**src/rtl/usr_sequencer.sv**
```systemverilog
// usr_sequencer: command-driven controller for a WIDTH-bit universal shift
// register (USR) that sits beside it. It accepts one command at a time
// (LOAD / SHL / SHR / ROL / ROR) and drives the USR strobes for the exact
// number of cycles. It then returns the final register contents with a
// one-cycle done pulse.
//
// Optional feature: define USR_SEQ_ABORT_EN to add the 'abort' input. This
// input ends a running shift/rotate early. The command then completes with
// err=1 and the partially shifted value.
//
// Timing, from the edge t at which a command is accepted:
//   - Every output is registered and changes together with the FSM state.
//   - A strobe that is high in a state's cycle is sampled by the USR on the
//     next edge.
//   - LOAD:             parallel_load sampled at t+1, done sampled at t+3.
//   - Shift/rotate N:   strobes sampled at t+1..t+N, done at t+N+2.
//   - N=0 or reserved:  done at t+2.
module usr_sequencer #(
  parameter int WIDTH = 4,
  parameter int CNT_W = 3
) (
  input  logic             clk,
  input  logic             reset,
  input  logic             cmd_valid,
  output logic             cmd_ready,
  input  logic [2:0]       cmd_op,
  input  logic [CNT_W-1:0] cmd_count,
  input  logic [WIDTH-1:0] cmd_data,
  input  logic             cmd_fill,
`ifdef USR_SEQ_ABORT_EN
  input  logic             abort,
`endif
  output logic [WIDTH-1:0] usr_D,
  output logic [WIDTH-1:0] usr_S,
  output logic             usr_parallel_load,
  output logic             usr_shift_left,
  output logic             usr_shift_right,
  input  logic [WIDTH-1:0] usr_Q,
  output logic             busy,
  output logic             done,
  output logic             err,
  output logic [WIDTH-1:0] result
);

  localparam logic [2:0] OP_LOAD = 3'b000;
  localparam logic [2:0] OP_SHL  = 3'b001;
  localparam logic [2:0] OP_SHR  = 3'b010;
  localparam logic [2:0] OP_ROL  = 3'b011;
  localparam logic [2:0] OP_ROR  = 3'b100;

  localparam logic [CNT_W-1:0] CNT_ZERO = {CNT_W{1'b0}};
  localparam logic [CNT_W-1:0] CNT_ONE  = {{(CNT_W-1){1'b0}}, 1'b1};

  typedef enum logic [2:0] {
    ST_IDLE   = 3'd0,
    ST_LOAD   = 3'd1,
    ST_SHIFT  = 3'd2,
    ST_SETTLE = 3'd3,
    ST_DONE   = 3'd4
  } state_t;

  // FSM state and latched command fields
  state_t           state_r;
  state_t           state_s;
  logic [2:0]       op_r;
  logic [2:0]       op_s;
  logic [CNT_W-1:0] cnt_r;
  logic [CNT_W-1:0] cnt_s;
  logic             fill_r;
  logic             fill_s;
  logic             err_flag_r;
  logic             err_flag_s;
  logic [WIDTH-1:0] d_s;

  // Registered outputs
  logic             ready_r;
  logic             busy_r;
  logic             done_r;
  logic             err_r;
  logic             pl_r;
  logic             shl_r;
  logic             shr_r;
  logic [WIDTH-1:0] d_r;
  logic [WIDTH-1:0] result_r;

  logic             accept_s;
  logic             abort_s;
  logic             left_s;
  logic [WIDTH-1:0] serial_s;

`ifdef USR_SEQ_ABORT_EN
  assign abort_s = abort;
`else
  assign abort_s = 1'b0;
`endif

  // A command is taken only while idle and advertising ready.
  assign accept_s = cmd_valid && ready_r && (state_r == ST_IDLE);

  // SHL and ROL drive the left strobe; SHR and ROR drive the right strobe.
  assign left_s = (op_s == OP_SHL) || (op_s == OP_ROL);

  // State register: async reset returns to IDLE at once, even mid-command.
  always_ff @(posedge clk or posedge reset) begin
    if (reset) begin
      state_r <= ST_IDLE;
    end else begin
      state_r <= state_s;
    end
  end

  // Next-state logic plus the next values of the latched command fields.
  always_comb begin
    state_s    = state_r;
    op_s       = op_r;
    cnt_s      = cnt_r;
    fill_s     = fill_r;
    err_flag_s = err_flag_r;
    d_s        = {WIDTH{1'b0}};
    case (state_r)
      ST_IDLE: begin
        if (accept_s) begin
          op_s       = cmd_op;
          fill_s     = cmd_fill;
          err_flag_s = 1'b0;
          case (cmd_op)
            OP_LOAD: begin
              state_s = ST_LOAD;
              cnt_s   = CNT_ZERO;
              d_s     = cmd_data;
            end
            OP_SHL, OP_SHR, OP_ROL, OP_ROR: begin
              cnt_s = cmd_count;
              if (cmd_count != CNT_ZERO) begin
                state_s = ST_SHIFT;
              end else begin
                state_s = ST_SETTLE;
              end
            end
            default: begin
              state_s    = ST_SETTLE;
              cnt_s      = CNT_ZERO;
              err_flag_s = 1'b1;
            end
          endcase
        end else begin
          state_s = ST_IDLE;
        end
      end
      ST_LOAD: begin
        state_s = ST_SETTLE;
      end
      ST_SHIFT: begin
        // The strobe of this cycle is already on the wire. An abort only
        // suppresses the strobes that would follow it.
        if (abort_s) begin
          state_s    = ST_SETTLE;
          cnt_s      = CNT_ZERO;
          err_flag_s = 1'b1;
        end else if (cnt_r == CNT_ONE) begin
          state_s = ST_SETTLE;
          cnt_s   = CNT_ZERO;
        end else begin
          state_s = ST_SHIFT;
          cnt_s   = cnt_r - CNT_ONE;
        end
      end
      ST_SETTLE: begin
        state_s = ST_DONE;
      end
      ST_DONE: begin
        state_s = ST_IDLE;
      end
      default: begin
        state_s = ST_IDLE;
      end
    endcase
  end

  // Latched command fields: op, remaining count, fill bit and error flag.
  always_ff @(posedge clk or posedge reset) begin
    if (reset) begin
      op_r       <= OP_LOAD;
      cnt_r      <= CNT_ZERO;
      fill_r     <= 1'b0;
      err_flag_r <= 1'b0;
    end else begin
      op_r       <= op_s;
      cnt_r      <= cnt_s;
      fill_r     <= fill_s;
      err_flag_r <= err_flag_s;
    end
  end

  // Registered USR strobes and parallel data. They are decoded from the
  // next state, so they line up exactly with the LOAD/SHIFT cycles.
  always_ff @(posedge clk or posedge reset) begin
    if (reset) begin
      pl_r  <= 1'b0;
      shl_r <= 1'b0;
      shr_r <= 1'b0;
      d_r   <= {WIDTH{1'b0}};
    end else begin
      pl_r  <= (state_s == ST_LOAD);
      shl_r <= (state_s == ST_SHIFT) && left_s;
      shr_r <= (state_s == ST_SHIFT) && !left_s;
      d_r   <= d_s;
    end
  end

  // Handshake, status and result registers. The result is captured on
  // entry to DONE, when usr_Q already reflects the final strobe.
  always_ff @(posedge clk or posedge reset) begin
    if (reset) begin
      ready_r  <= 1'b0;
      busy_r   <= 1'b0;
      done_r   <= 1'b0;
      err_r    <= 1'b0;
      result_r <= {WIDTH{1'b0}};
    end else begin
      ready_r <= (state_s == ST_IDLE);
      busy_r  <= (state_s != ST_IDLE);
      done_r  <= (state_s == ST_DONE);
      err_r   <= (state_s == ST_DONE) && err_flag_s;
      if (state_s == ST_DONE) begin
        result_r <= usr_Q;
      end else begin
        result_r <= result_r;
      end
    end
  end

  // Serial-in bit for the USR: the fill bit for shifts, or the bit that
  // wraps around for rotates. It is replicated on every bit of usr_S.
  always_comb begin
    serial_s = {WIDTH{1'b0}};
    case (op_r)
      OP_SHL, OP_SHR: serial_s = {WIDTH{fill_r}};
      OP_ROL:         serial_s = {WIDTH{usr_Q[WIDTH-1]}};
      OP_ROR:         serial_s = {WIDTH{usr_Q[0]}};
      default:        serial_s = {WIDTH{fill_r}};
    endcase
  end

  assign cmd_ready         = ready_r;
  assign busy              = busy_r;
  assign done              = done_r;
  assign err               = err_r;
  assign result            = result_r;
  assign usr_parallel_load = pl_r;
  assign usr_shift_left    = shl_r;
  assign usr_shift_right   = shr_r;
  assign usr_D             = d_r;
  assign usr_S             = serial_s;

endmodule
```
**config.mk**
```make
export PLATFORM = sky130hd
export DESIGN_NAME = usr_sequencer
export DESIGN_NICKNAME = d
export VERILOG_FILES = /design/src/rtl/usr_sequencer.sv
export SDC_FILE = /design/constraint.sdc
export NUM_CORES = 1
export LEC_CHECK = 0
export CAP_MARGIN = 10
export CORE_MARGIN = 5
export CORE_UTILIZATION = 41
export DETAILED_ROUTE_END_ITERATION = 8
export PLACE_DENSITY = 0.75
export SYNTH_ARGS = -nofsm -noshare
export SYNTH_HDL_FRONTEND = slang
export SYNTH_SLANG_ARGS = --single-unit
```
**constraint.sdc**
```tcl
create_clock -name clk -period 1.6 [get_ports clk]
set_input_delay 0.24 -clock clk [delete_from_list [all_inputs] [get_ports clk]]
set_output_delay 0.24 -clock clk [all_outputs]
set_load 0.01 [all_outputs]
```
# Word level (Yosys, flattened, before mapping)
# Index checks and enable logic that the tools add are counted.
[classes] n_addsub=1 eq_ne=16 n_mux=18 n_reduce_logical=17
[op_table] op="== test 3 x 2 -> 1 bit (second input constant)" count=7
[op_table] op="2-to-1 mux 3 bit" count=6
[op_table] op="== test 3 x 1 -> 1 bit (second input constant)" count=5
[op_table] op="2-to-1 mux 4 bit" count=3
[op_table] op="one-hot mux 3 bit (4 select lines)" count=1
[op_table] op="== test 3 bit (second input constant)" count=3
[op_table] op="zero test 3 bit" count=3
[op_table] op="one-hot mux 4 bit (2 select lines)" count=1
[op_table] op="one-hot mux 3 bit (2 select lines)" count=1
[op_table] op="nonzero test 3 bit" count=2
[op_table] op="logical AND 1 bit" count=5
[op_table] op="2-to-1 mux 1 bit" count=5
[op_table] op="OR reduction 5 bit" count=1
[op_table] op="one-hot mux 2 bit (2 select lines)" count=1
[op_table] op="AND reduction 2 bit" count=2
[op_table] op="OR reduction 4 bit" count=1
[op_table] op="subtractor 3 x 1 -> 3 bit (second input constant)" count=1
[op_table] op="inequality test 2 bit (second input constant)" count=1
[op_table] op="nonzero test 2 bit" count=1
[op_table] op="zero test 1 bit" count=1
[op_table] op="logical OR 1 bit" count=1
[word_totals] reg_bits=26 inputBits=18

# Depth between registers and ports, before layout
# Gate-level depths: netlist (run 1).
[depth] depth_word=8 mapped_depth=6 mapped_depth_nobuf=6

# Worst setup path before layout (run 1)
# OpenSTA, ideal clock, no wires.
[synth_timing] path_kind="register to output" start="register op_r[1]" end="output port usr_S[1]" t_arrival_ns=1.420 required_time_ns=1.360 slack_ns=-0.060 path_stages_with_launch=5 n_path_buf=1 cell_sequence="dfrtp_1 > or4b_2 > o21ai_0 > a21oi_1 > buf_4"
[synth_between] elab_chain_cells=2
[synth_rtl] element="start, declared" line_no="65" text="logic [2:0] op_r;"
[synth_rtl] element="start signal, assigned" line_no="188" text="op_r <= op_s;"
[synth_rtl] element="== test 3 bit / == test 3 x 2 -> 1 bit (equally long branches)" line_no="237" text="case (op_r)"
[synth_rtl] element="one-hot mux 4 bit (2 select lines) (*)" line_no="237"
[synth_rtl] element="end, declared" line_no="34" text="output logic [WIDTH-1:0] usr_S,"
# Every way passes the cells marked *; elsewhere a longest branch is shown, timed or not.

# Worst setup path after layout (run 1)
[layout_timing] start="register op_r[1]" end="output port usr_S[3]"
# Same word-level chain as after synthesis.

==> insert_results.sql, run 1 <==
INSERT INTO impl_metrics (metric_group, metric, value, unit) VALUES
('outcome', 'result_of_the_run', 'finished, violations left', ''),
('outcome', 'failed_checks', 'setup timing', ''),
('critical_path', 'cp.arrival', '1.53', 'ns'),
('critical_path', 'timing.setup.critical_path_class', 'reg -> out', ''),
('clock_network', 'clock_latency', '0.31', 'ns'),
('clock_network', 'cts_inserted_buffers', '3', ''),
('global_routing', 'global_route.overflow_total', '0', ''),
('critical_path', 'timing.critical_path.max_delay_family', 'simple AND/OR/NAND/NOR gates', ''),
('detailed_routing', 'detail_route.wirelength', '2640', 'um'),
('clock_network', 'clock-sinks', '26', ''),
('floorplan', 'boundaryPins', '37', ''),
('critical_path', 'worstSetupStartpointType', 'register', ''),
('clock_network', 'cts.root.buffer_cell', 'clkbuf_4', ''),
('layout', 'drive_gt1_frac', '0.220', ''),
('global_routing', 'gr-usage-all-layers', '0.141', ''),
('logic_synthesis', 'syn-num-nets', '132', ''),
('detailed_routing', 'dr.first_iter.drc_count', '28', ''),
('detailed_routing', 'drc', '0', ''),
('sta', 'tightest_slew', '0.393', 'ns'),
('logic_synthesis', 'post-synth-top-area-fraction', '0.557', ''),
('critical_path', 'max_stage_delay', '0.52', 'ns'),
('worst_hold_path', 'min-delay-path-class', 'in -> async', ''),
('critical_path', 'setup.reg_to_reg.worst_slack', '0.13', 'ns'),
('logic_synthesis', 'yosys-top-cells-area', 'dfrtp_1 (56%), nand2_1 (8.7%), inv_1 (2.6%)', ''),
('detailed_routing', 'avgViaCountPerCell', '5.14', ''),
('place', 'placed_cell_area', '1680', 'sq um'),
('floorplan', 'die_width', '63.4', 'um'),
('critical_path', 'critical-path-slowest-cell', 'or4b_4', ''),
('power_and_ir_drop', 'total_leakage_power', '0.839', 'nW'),
('sta', 'fin_skew', '0.00458', 'ns'),
('place', 'routabilityCongestion', '0.768', ''),
('clock_network', 'cts_tree', 'yes', ''),
('clock_network', 'worst_setup_hold_path_clk_slew', '0.13', 'ns'),
('critical_path', 'endpoint_type_of_the_worst_setup_path', 'output port', ''),
('layout', 'finalNonFillerCells', '199', ''),
('detailed_routing', 'routed-via-count', '1022', ''),
('sta', 'period_share', '1.11', ''),
('detailed_routing', 'met3_wirelength', '166', 'um'),
('clock_network', 'hold_buffers', '0', ''),
('detailed_routing', 'top_layer_used', 'met4', ''),
('power_and_ir_drop', 'power.density', '1680', 'nW/um^2'),
('logic_synthesis', 'synthesis.area_per_instance', '10.4', 'sq um'),
('floorplan', 'floorplan.initialDensity', '0.427', ''),
('sta', 'final_max_slew_viol_count', '0', ''),
('logic_synthesis', 'ys_ff_latch', '26', ''),
('logic_synthesis', 'synth.yosys.seq_area_share', '0.557', ''),
('sta', 'finalSetupViolations', '4', ''),
('global_routing', 'maximum_number_of_pins_on_one_net_before_global_route_repair', '27', ''),
('detailed_routing', 'routedLengthMet1', '1080', 'um'),
('sta', 'report.final.hold_viol_count', '0', ''),
('layout', 'syn2layout_area_growth', '46.8', '%'),
('logic_synthesis', 'synth_enable_flop_cells', '0', ''),
('critical_path', 'worstPathCellList', 'or4b_4 > o21ai_2 > a21oi_2 > buf_2', ''),
('critical_path', 'cp.buffers_inverters', '1', ''),
('floorplan', 'std_cell_rows', '19', ''),
('floorplan', 'dieArea', '4020', 'sq um'),
('sta', 'grt_setup_unrepaired', 'true', ''),
('logic_synthesis', 'synth_warnings', '0', ''),
('sta', 'fin_crit', '1.77', 'ns'),
('sta', 'fmaxAchievable', '564', 'MHz'),
('sta', 'final.setup.tns', '-0.677', 'ns'),
('logic_synthesis', 'syn-instance-count', '112', ''),
('detailed_routing', 'avgRoutedWirePerCell', '13.3', 'um'),
('floorplan', 'die_height', '63.4', 'um'),
('logic_synthesis', 'synth_largest_area_cell', 'dfrtp_1', ''),
('sta', 'post-route-worst-setup-slack', '-0.172', 'ns'),
('place', 'port_buffers', '36', ''),
('global_routing', 'grt_first_pass_wirelength', '4740', 'um'),
('layout', 'final_net_count', '189', ''),
('global_routing', 'number_of_antenna_violations_at_the_first_check_in_global_routing', '0', ''),
('flow_run', 'max_cap_viol_count', '0', '');
[flip-flops by register name (all words and copies together), names as in the netlist, 3 cells and up]
name     cells
cnt_r        3
op_r         3
result       4
state_r      3
usr_D        4
[worst paths after layout]
kind,start,to,depth (start not counted)
worst max register to register,cnt_r[0],usr_shift_right,5
min in group clk,cmd_fill,fill_r,3
worst max-delay path,op_r[1],usr_S[3],4
worst min-delay path,reset,err,3
max in group asynchronous,reset,state_r[1],3
worst min register to register,result[0],result[0],2
[cell usage after synthesis, types with 2 or more instances]
master    number
a21oi_1        5
and2_1         4
and2_4         2
and3_1         2
and3b_1        2
buf_4          3
dfrtp_1       26
ha_1           2
inv_1          8
nand2_1       27
nand2b_1       4
nand3_1        4
nor3_1         2
o21ai_0        3
[what timing repair did]
item / in CTS / in global routing
endpoints found under the setup margin: 4 / 6
buffers inserted: 2 / 0
pin swaps: 1 / 2
gates resized for setup: 16 / 2
[metrics by stage]
stage,setup slack [ns],hold slack [ns]
after floorplan,0.0537,0.280
after global placement,-0.400,0.457
after detailed placement,-0.437,0.463
after CTS,-0.173,0.291
after global routing,-0.272,0.313
final,-0.172,0.275
[layer usage]
layer	global-route usage	vias to the layer above
met5	0	-
met4	0.0416	0
met3	0.0373	4
met2	0.258	30
met1	0.157	495
li1	-	493
[worst reg2reg max path, delay by kind of cell (launching register included)]
family | cells | cell delay, ns
simple gates | 3 | 0.56
fa+ha+maj | 1 | 0.24
compound gates | 1 | 0.19
flops | 1 | 0.42
[report_power, final]
part	internal, mW	switching [mW]
combinational	0.813	0.717
sequential	0.895	0.134
clock	0.139	0.182
total	1.85	1.03
[final cells by class]
class                           instances  area, sq um
Clock buffer                            4         36.3
Sequential cell                        26          651
Timing Repair Buffer                   56          490
Fill cell                             233         1020
Tap cell                               31         38.8
Inverter                                8         30.0
Multi-Input combinational cell         74          469
[cell families after synthesis]
family                   share of synthesized area
AO/OA/AOI/OAI                               0.0985
flip-flops                                   0.557
adder cells (fa/ha/maj)                     0.0214
AND/OR/NAND/NOR                              0.247
buffers and inverters                       0.0546
multiplexers                                0.0214
[cells in the final DEF, fill, tap and decap left out, drive strengths merged, types with 2 or more instances in the layout]
| cell type | n |
|---|---|
| nor3 | 2 |
| clkbuf | 4 |
| and3 | 2 |
| buf | 24 |
| and3b | 2 |
| inv | 8 |
| and2 | 6 |
| o311ai | 2 |
| nand2 | 27 |
| a21oi | 5 |
| clkdlybuf4s50 | 32 |
| nand3 | 4 |
| ha | 2 |
| dfrtp | 26 |
| o21ai | 3 |
| nand2b | 4 |
No activity file was read; power rests on OpenSTA's default activity.
==> run 2, diff against run 1 <==
- SLEW_MARGIN: default -> 20
==> results of run 2 <==
The final DEF is identical to that of run 1; final timing and power are the same.
==> run 3, diff against run 2 <==
- ABC_AREA: default -> 0
- CTS_CLUSTER_DIAMETER: default -> 120
==> results of run 3 <==
The final DEF is identical to that of run 1; final timing and power are the same.
==> patch, RTL diff (flow settings as in run 2) <==
Encoding of `state_t`: now one-hot (5 bits for 5 states).
--- a/src/rtl/usr_sequencer.sv
+++ b/src/rtl/usr_sequencer.sv
@@ -52,10 +52,10 @@
   localparam logic [CNT_W-1:0] CNT_ONE  = {{(CNT_W-1){1'b0}}, 1'b1};
 
-  typedef enum logic [2:0] {
-    ST_IDLE   = 3'd0,
-    ST_LOAD   = 3'd1,
-    ST_SHIFT  = 3'd2,
-    ST_SETTLE = 3'd3,
-    ST_DONE   = 3'd4
+  typedef enum logic [4:0] {
+    ST_IDLE   = 5'b00001,
+    ST_LOAD   = 5'b00010,
+    ST_SHIFT  = 5'b00100,
+    ST_SETTLE = 5'b01000,
+    ST_DONE   = 5'b10000
   } state_t;
 
Formal check against the unedited RTL: no difference found for any inputs over 10 cycles, from zero or initial values and one cycle with reset high; not proved beyond that.
==> patch against run 2 <==
- the run still ends with negative setup slack left
- critical path depth is the same
- wire length grew 14%
- maximum frequency shrank 0.60%
- synthesized area grew 13%
- setup slack lost 0.011 ns
- power grew 3.3%
- non-clock buffer count shrank 4
- hold slack lost 0.035 ns
- final area grew 8.7%
- sequential cell count grew 2
- clock power grew 47%
- synthesized cell count grew 7.1%
==> patch: results <==
export IMPL_met2_usage_pct=27.97
export IMPL_place_ws_ns=-0.4080
export IMPL_fillers=272
export IMPL_dp_cells=207
export IMPL_ys_warn_count=0
export IMPL_vias_per_cell=4.967
export IMPL_finalSetupViolations=4
export IMPL_critPathMaxStageDelay_ns=0.52
export IMPL_grt_max_degree=29
export IMPL_crit_arrival_ns=1.54
export IMPL_nNetsFinal=189
export IMPL_clk_pin_slew_worst_paths_ns=0.16
export IMPL_path_max_fanout=4
export IMPL_syn2layout_area_growth_pct=40.57
export IMPL_synth_flop_cell="dfrtp_1"
export IMPL_p_leak_nw=0.8287
export IMPL_cts_made_buffers=3
export IMPL_whs_ns=0.2405
export IMPL_synth_area_leaders="dfrtp_1, mux2_2, buf_4"
export IMPL_crit_end="usr_S[3]"
export IMPL_slowest_stage="or4b_4"
export IMPL_wirelength_um=3009
export IMPL_grt_use_met1_pct=17.15
export IMPL_reg2reg_slack_ns=0.08
export IMPL_drtPass1Iterations=3
export IMPL_htreeDepth=1
export IMPL_grt_pass1_vias=1179
export IMPL_clock_skew_final_ns=0.01092
export IMPL_place_congestion=0.7413
export IMPL_synth_cell_type_count=43
export IMPL_maxSlewHeadroom_pct=72.37
export IMPL_dp_hpwl_um=2241
export IMPL_worst_r2r_startpoint="state_r[3]"
export IMPL_syn_num_nets=140
export IMPL_fin_ws_ns=-0.1827
export IMPL_violations="negative setup slack"
export IMPL_ctsLongestPathBuffers=2
export IMPL_synth_commonest_cells="dfrtp_1, inv_1, mux2_2, nor2_1"
export IMPL_r2r_end="usr_shift_right"
export IMPL_cp_startpoint="op_r[1]"
export IMPL_synth_cells=120
export IMPL_grtUsageMet3_pct=6.577
export IMPL_largest_register_ffs=5
export IMPL_antenna_found_initial=0
export IMPL_drive_gt1_share_pct=26.79
export IMPL_top_register="state_r"
export IMPL_setup_total_negative_slack_ns=-0.7251
export IMPL_drt_iter0_markers=24
export IMPL_clk_latency_ns=0.34
export IMPL_num_vias=1053
export IMPL_cts_root_buf="clkbuf_4"
export IMPL_ys_seq_area_share_pct=52.92
export IMPL_irDropWorstVdd_mv=0.9175
export IMPL_grt_usage_pct=16.28
export IMPL_grt_pass1_wl_um=5409
export IMPL_status="complete, but fails checks"
export IMPL_async_flop_share_pct=100.0
==> patch: changes by cell type in the layout (fill, tap and decap cells not counted), moves of 4 or more <==
cell,before,now
buf_4,20,16
mux2_2,0,8
nand2_1,27,5
nand2b_1,4,0
nor2_1,1,8
==> patch: worst max-delay path, delay by kind of cell (launching register included) <==
| family | cells | cell delay [ns] |
|---|---|---|
| flops | 1 | 0.42 |
| simple gates | 1 | 0.52 |
| buf+inv | 1 | 0.15 |
| compound gates | 2 | 0.14 |
==> patch: metal layers <==
metal	share of wire (%)	wire length (µm)
met4	1.9	57
met1	39	1187
met3	8.8	265
met5	0	0
met2	50	1498
==> patch: final cells by class <==
class	instances	area share (%)
repair buffers	52	24.70
flip-flops and latches	28	37.79
well taps	44	2.953
inverters	8	1.611
clock inverters	1	1.611
clock buffers	3	1.208
multi-input cells	76	30.13
==> patch: cells by family after synthesis <==
group,Yosys count,synth area share [%]
buf+inv,16,6.698
fa+ha+maj,2,1.886
mux,10,8.679
flops,28,52.93
xor+xnor,1,0.6605
compound gates,23,11.23
simple gates,40,17.93
==> patch: timing repair <==
item | 4_1_cts | 5_1_grt
pin swaps | 1 | 2
gates resized for setup | 16 | 5
setup endpoints to repair | 4 | 7
endpoints found under the hold margin | 0 | 0
buffers inserted | 1 | 0
==> patch: through the flow <==
stage | utilization (%) | area [µm²] | power (mW)
after floorplan | - | 1338 | 1.966
after global placement | 58.70 | 1807 | 2.492
after detailed placement | 58.70 | 1807 | 2.560
after CTS | 60.00 | 1847 | 2.954
after global routing | 60.57 | 1864 | 3.222
final | 60.57 | 1864 | 2.975
==> patch: power by group <==
group	switching (mW)	internal (mW)	leakage [nW]
Clock	0.218	0.254	0.0279
Combinational	0.643	0.757	0.447
Sequential	0.165	0.938	0.354
